File: src/rtl/compress_pkg.sv
// Shared types for the compressed-word code packer: code types, code prefixes
// and packer states.
package compress_pkg;

    typedef enum logic [2:0] {
        CODE_ZZZZ = 3'b000,
        CODE_MMMM = 3'b001,
        CODE_ZZZX = 3'b010,
        CODE_MMMX = 3'b011,
        CODE_MMXX = 3'b100,
        CODE_XXXX = 3'b101
    } code_t;

    localparam logic [1:0] PFX_ZZZZ = 2'b00;
    localparam logic [1:0] PFX_MMMM = 2'b10;
    localparam logic [3:0] PFX_ZZZX = 4'b1101;
    localparam logic [3:0] PFX_MMMX = 4'b1110;
    localparam logic [3:0] PFX_MMXX = 4'b1100;
    localparam logic [1:0] PFX_XXXX = 2'b01;

    typedef enum logic {
        S_RUN   = 1'b0,
        S_FLUSH = 1'b1
    } state_t;

endpackage

File: src/rtl/code_encoder.sv
// Combinational encoder: one descriptor to its variable-length code,
// right-aligned in o_code_bits, with its length and an illegal-type flag.
module code_encoder
    import compress_pkg::*;
#(
    parameter int DATA_WIDTH = 32,
    parameter int DICT_IDX_W = 4,
    localparam int MAX_CODE  = DATA_WIDTH + 2,
    localparam int LEN_W     = $clog2(MAX_CODE + 1)
) (
    input  logic [2:0]            i_code,
    input  logic [DICT_IDX_W-1:0] i_dict_idx,
    input  logic [DATA_WIDTH-1:0] i_word,
    output logic [MAX_CODE-1:0]   o_code_bits,
    output logic [LEN_W-1:0]      o_len,
    output logic                  o_illegal
);

    localparam int Q = DATA_WIDTH / 4;

    if (4 + DICT_IDX_W + 2 * Q > MAX_CODE) begin : g_bad_idx_w
        $error("code_encoder: DICT_IDX_W too wide for the mmxx code to fit in MAX_CODE");
    end

    // NOTE: every output gets a default before the case so no path infers a latch.
    always_comb begin
        o_code_bits = '0;
        o_len       = '0;
        o_illegal   = 1'b0;
        case (i_code)
            CODE_ZZZZ: begin
                o_code_bits = MAX_CODE'(PFX_ZZZZ);
                o_len       = LEN_W'(2);
            end
            CODE_MMMM: begin
                o_code_bits = MAX_CODE'({PFX_MMMM, i_dict_idx});
                o_len       = LEN_W'(2 + DICT_IDX_W);
            end
            CODE_ZZZX: begin
                o_code_bits = MAX_CODE'({PFX_ZZZX, i_word[Q-1:0]});
                o_len       = LEN_W'(4 + Q);
            end
            CODE_MMMX: begin
                o_code_bits = MAX_CODE'({PFX_MMMX, i_dict_idx, i_word[Q-1:0]});
                o_len       = LEN_W'(4 + DICT_IDX_W + Q);
            end
            CODE_MMXX: begin
                o_code_bits = MAX_CODE'({PFX_MMXX, i_dict_idx, i_word[2*Q-1:0]});
                o_len       = LEN_W'(4 + DICT_IDX_W + 2 * Q);
            end
            CODE_XXXX: begin
                o_code_bits = MAX_CODE'({PFX_XXXX, i_word});
                o_len       = LEN_W'(2 + DATA_WIDTH);
            end
            default: begin
                o_illegal = 1'b1;
            end
        endcase
    end

endmodule

File: src/rtl/code_packer.sv
// Packs variable-length codes MSB-first into OUT_WIDTH-bit words with
// valid/ready on both sides; flush emits the padded final partial word.
module code_packer
    import compress_pkg::*;
#(
    parameter int DATA_WIDTH = 32,
    parameter int DICT_IDX_W = 4,
    parameter int OUT_WIDTH  = 64
) (
    input  logic                           i_clk,
    input  logic                           i_rst,
    input  logic                           i_valid,
    output logic                           o_ready,
    input  logic [2:0]                     i_code,
    input  logic [DICT_IDX_W-1:0]          i_dict_idx,
    input  logic [DATA_WIDTH-1:0]          i_word,
    input  logic                           i_flush,
    output logic                           o_valid,
    input  logic                           i_ready,
    output logic [OUT_WIDTH-1:0]           o_data,
    output logic [$clog2(OUT_WIDTH+1)-1:0] o_bits,
    output logic                           o_last,
    output logic                           o_err
);

    localparam int MAX_CODE = DATA_WIDTH + 2;
    localparam int ACC_W    = OUT_WIDTH + MAX_CODE;
    localparam int FILL_W   = $clog2(ACC_W + 1);
    localparam int LEN_W    = $clog2(MAX_CODE + 1);
    localparam int BITS_W   = $clog2(OUT_WIDTH + 1);

    if (DATA_WIDTH % 4 != 0) begin : g_bad_data_width
        $error("code_packer: DATA_WIDTH must be a multiple of 4");
    end
    if (OUT_WIDTH < DATA_WIDTH + 2) begin : g_bad_out_width
        $error("code_packer: OUT_WIDTH must be at least DATA_WIDTH+2");
    end

    state_t             state_q, state_d;
    logic [ACC_W-1:0]   acc_q, acc_d;
    logic [FILL_W-1:0]  fill_q, fill_d;
    logic               err_q, err_d;

    logic [MAX_CODE-1:0] code_bits;
    logic [LEN_W-1:0]    code_len;
    logic                code_illegal;

    logic               full;
    logic               accept;
    logic               emit;
    logic [FILL_W-1:0]  shift_amt;
    logic [ACC_W-1:0]   appended;

    code_encoder #(
        .DATA_WIDTH (DATA_WIDTH),
        .DICT_IDX_W (DICT_IDX_W)
    ) u_encoder (
        .i_code      (i_code),
        .i_dict_idx  (i_dict_idx),
        .i_word      (i_word),
        .o_code_bits (code_bits),
        .o_len       (code_len),
        .o_illegal   (code_illegal)
    );

    // Outputs depend only on registers, so ready never combinationally follows ready.
    always_comb begin
        full    = fill_q >= FILL_W'(OUT_WIDTH);
        o_ready = (state_q == S_RUN) && !full;
        o_valid = full || (state_q == S_FLUSH);
        o_last  = (state_q == S_FLUSH) && !full;
        o_data  = '0;
        o_bits  = '0;
        o_err   = err_q;
        if (full) begin
            o_data = acc_q[ACC_W-1 -: OUT_WIDTH];
            o_bits = BITS_W'(OUT_WIDTH);
        end else if (state_q == S_FLUSH) begin
            // Bits below fill are always zero, so the top slice is already padded.
            o_data = acc_q[ACC_W-1 -: OUT_WIDTH];
            o_bits = BITS_W'(fill_q);
        end
    end

    always_comb begin
        accept    = i_valid && o_ready;
        emit      = o_valid && i_ready;
        shift_amt = FILL_W'(ACC_W) - fill_q - FILL_W'(code_len);
        appended  = ACC_W'(code_bits) << shift_amt;

        state_d = state_q;
        acc_d   = acc_q;
        fill_d  = fill_q;
        err_d   = err_q;

        if (accept) begin
            if (code_illegal) begin
                err_d = 1'b1;
            end else begin
                acc_d  = acc_q | appended;
                fill_d = fill_q + FILL_W'(code_len);
            end
        end

        if (o_ready && i_flush) begin
            state_d = S_FLUSH;
        end

        // Accept and emit never coincide: o_ready and o_valid are exclusive.
        if (emit) begin
            if (o_last) begin
                acc_d   = '0;
                fill_d  = '0;
                state_d = S_RUN;
            end else begin
                acc_d  = acc_q << OUT_WIDTH;
                fill_d = fill_q - FILL_W'(OUT_WIDTH);
            end
        end
    end

    // NOTE: sequential state uses non-blocking assignments so all registers update together.
    always_ff @(posedge i_clk) begin
        if (i_rst) begin
            state_q <= S_RUN;
            acc_q   <= '0;
            fill_q  <= '0;
            err_q   <= 1'b0;
        end else begin
            state_q <= state_d;
            acc_q   <= acc_d;
            fill_q  <= fill_d;
            err_q   <= err_d;
        end
    end

endmodule
File: config.mk
export PLATFORM = sky130hd
export DESIGN_NAME = code_packer
export DESIGN_NICKNAME = d
export VERILOG_FILES = /design/src/rtl/compress_pkg.sv /design/src/rtl/code_encoder.sv /design/src/rtl/code_packer.sv
export SDC_FILE = /design/constraint.sdc
export NUM_CORES = 1
export LEC_CHECK = 0
export BUFFER_PORTS_ARGS = -buffer_cell sky130_fd_sc_hd__buf_2
export CORE_ASPECT_RATIO = 0.8
export CORE_MARGIN = 3
export CORE_UTILIZATION = 55
export CTS_CLUSTER_SIZE = 30
export DETAILED_ROUTE_END_ITERATION = 8
export GPL_TIMING_DRIVEN = 0
export HOLD_SLACK_MARGIN = 0.02
export PLACE_DENSITY = 0.77
export SLEW_MARGIN = 20
export SYNTH_ARGS = -nofsm -noshare
export SYNTH_HDL_FRONTEND = slang
export SYNTH_SLANG_ARGS = --single-unit
File: constraint.sdc
create_clock -name i_clk -period 10.6 [get_ports i_clk]
set_input_delay 0.53 -clock i_clk [delete_from_list [all_inputs] [get_ports i_clk]]
set_output_delay 0.53 -clock i_clk [all_outputs]
set_load 0.01 [all_outputs]
==> results.toml <==
[critical_path]
critPathSlowestCell = "a222oi_1"
start_kind = "input pin"
critPathRequiredTime_ps = 10850
reg2reg_depth = 11
r2r_end = "acc_q[74]$_SDFFE_PP0P_"
endpoint_kind = "register"
cp_cell_sequence = "buf_2 > buf_4 > buf_6 > buf_4 > inv_1 > nand2_1 > a21o_1 > inv_1 > ha_1 > inv_1 > fa_1 > buf_2 > inv_2 > buf_1 > mux2_2 > a222oi_1 > o21ai_1 > a22oi_1 > nand2_1"
cpPeakStageDelay_ps = 610
path_max_fanout = 10
cp-startpoint = "i_code[0]"
crit_type = "input pin to register"
cp.arrival_ps = 5000
rrSetupSlack_ps = 6570
rr_startpoint = "fill_q[1]$_SDFFE_PP0P_"
crit_path_frequent_cell = "inv_1"
endpoint = "acc_q[40]$_SDFFE_PP0P_"

[global_route]
grt_pass1_wl_um = 50500
grt_max_degree = 22
overflow = 0
grt_pass1_vias = 8501
antenna_found_initial = 0
grtUsageTotal = 0.405

[final_layout]
layout.cells.non_filler = 1379
fillers = 1323
fin_area_um2 = 9260
final_common_cell = "buf_2"
mostFrequentLayoutCells = "138 x buf_2, 120 x nand2_1, 106 x a21oi_1, 106 x dfxtp_1, 75 x nor2_1"
nets = 1250
areaGrowthSynthToFinish_pct = 13.6
utilization = 0.643
drive_above_1_share = 0.194
diodes = 0

[pwr]
p_switching_uw = 847
power_mw = 1.72
swShare = 0.492
combPwrFrac = 0.538
p_clk_frac = 0.203
p_int_uw = 874
pwr-share-seq = 0.259
peakVddDrop_v = 0.000101
pwr_density_cell_nw_per_um2 = 186
p_leak_nw = 3.77

[drt]
drtIter0Drc = 1590
drt-total-wl_um = 34100
drtAntennaViolNets = 0
wl_per_cell_um = 24.7
num_vias = 9469
dr.pass1.iters = 5
vias_per_cell = 6.87
drcViolationCount = 0

[timing]
fin_crit_ps = 4750
fin_setup_tns_ps = 0
hold_violations = 0
setup_viol = 0
drv_slew = 0
skew_ps = 14.9
rsz0062_at_grt = "false"
fmax_ghz = 0.210
finalWorstSetupSlack_ps = 5850
tightest_slew_ps = 1030
relSlewSlack = 0.313
holdWs_ps = 414
period_share = 0.448

[clock_network]
worstSkewPairLatency_ps = 370
clk_path_buf_depth = 2
numCtsBuffers = 9
tritoncts = "yes"
cts.sinks = 106
cts_resized = 0
post-cts-setup-buffers = 0
htreeDepth = 3
postCtsHoldBufs = 0
clk_pin_slew_worst_paths_ps = 80
cts-root-buf = "clkbuf_16"

[yosys]
yosysWarnings = 0
netlist-cell-type-count = 98
syn_area_per_cell_um2 = 7.66
syn-num-nets = 1124
async_flop_share = 0
synthCells = 1064
synth_edf_count = 0
synth_seq_cells = 106
synth_ff_type = "dfxtp_1"
ys_seq_area_frac = 0.260
synth.cell_area_um2 = 8150

[placement]
place_ws_ps = 5670
port_buffers = 115
placed_cells = 1363
gp_congestion = 1.04
hpwl_um = 26600
placed_cell_area_um2 = 8950

[die]
coreArea_um2 = 14400
std_cell_rows = 39
die_y_um = 115
io_pins = 119
die_area_um2 = 16300
die_w_um = 142
start_util = 0.566

[worst_hold_path]
holdCritPathClass = "input pin to register"
whs_path_depth = 3

[outcome]
status = "complete, no violations"

[flow_run]
cap_violations = 0
## synthesized netlist by cell type (11+ instances only)
master / count / share of area
ha_1: 13 / 0.020
nand2_1: 120 / 0.055
nand3_1: 26 / 0.016
nor3_1: 12 / 0.0074
buf_2: 23 / 0.014
o21ai_1: 24 / 0.015
nor2_1: 75 / 0.035
a21o_1: 12 / 0.011
a21oi_1: 106 / 0.065
dfxtp_1: 106 / 0.26
and2_1: 74 / 0.057
mux2_2: 18 / 0.025
nand2b_1: 13 / 0.010
a31oi_1: 13 / 0.010
mux2i_1: 26 / 0.032
o211ai_1: 12 / 0.011
o21ai_0: 62 / 0.038
a22oi_1: 19 / 0.018
inv_1: 26 / 0.012
buf_4: 11 / 0.010
o22ai_1: 18 / 0.014
a221oi_1: 27 / 0.029
clkbuf_1: 45 / 0.021
## how the worst min path moves through the flow
stage                                        end  slack, ps                    from
after floorplan           acc_q[40]$_SDFFE_PP0P_        410  acc_q[40]$_SDFFE_PP0P_
after global placement    acc_q[45]$_SDFFE_PP0P_        420  acc_q[45]$_SDFFE_PP0P_
after detailed placement  acc_q[43]$_SDFFE_PP0P_        430  acc_q[43]$_SDFFE_PP0P_
after CTS                     state_q$_SDFF_PP0_        420                 i_flush
after global routing          state_q$_SDFF_PP0_        450                 i_flush
final                         state_q$_SDFF_PP0_        410                 i_flush
## routing by layer
metal  vias to the layer above  track usage  part of all wire
met5                         -            0                 0
met4                         0        0.132             0.036
met3                       111        0.135              0.16
met2                       832        0.564              0.40
met1                      4391        0.588              0.41
li1                       4135            -                 -
## cells by family after synthesis
kind of cell | after synthesis | synth area share
buffers and inverters | 119 | 0.0702
DFF | 106 | 0.260
AOI/OAI and AO/OA | 368 | 0.298
other | 1 | 0.000460
xor gates and xnor gates | 11 | 0.0146
muxes | 53 | 0.0806
adders and majority gates | 16 | 0.0273
and+or+nand+nor | 390 | 0.249
## power by group through the flow
| stage | combinational (mW) | sequential, mW | clock, mW |
|---|---|---|---|
| finish | 0.925 | 0.446 | 0.350 |
| global route | 0.956 | 0.449 | 0.359 |
| CTS | 0.872 | 0.445 | 0.345 |
| detailed placement | 0.869 | 0.454 | 0 |
| global placement | 0.870 | 0.453 | 0 |
| floorplan | 0.587 | 0.447 | 0 |
## flip-flops by register name (all words and copies together) (netlist names)
register  count
o_err         1
fill_q        6
acc_q        98
state_q       1
## layout make-up
| type | count | area [µm²] | area share |
|---|---|---|---|
| Tap cell | 184 | 230 | 0.0249 |
| Clock buffer | 9 | 225 | 0.0243 |
| Buffer | 89 | 457 | 0.0493 |
| Multi-Input combinational cell | 839 | 5450 | 0.589 |
| Timing Repair Buffer | 115 | 576 | 0.0622 |
| Clock inverter | 7 | 78.8 | 0.00851 |
| Inverter | 30 | 115 | 0.0124 |
| Sequential cell | 106 | 2120 | 0.229 |
## critical path, delay by kind of cell
kind	cells	cell delay [ps]
buffers and inverters	10	1930
AO/OA/AOI/OAI	4	1320
adder cells (fa/ha/maj)	2	640
multiplexers	1	400
AND/OR/NAND/NOR	2	160
(Power assumes the default switching activity.)
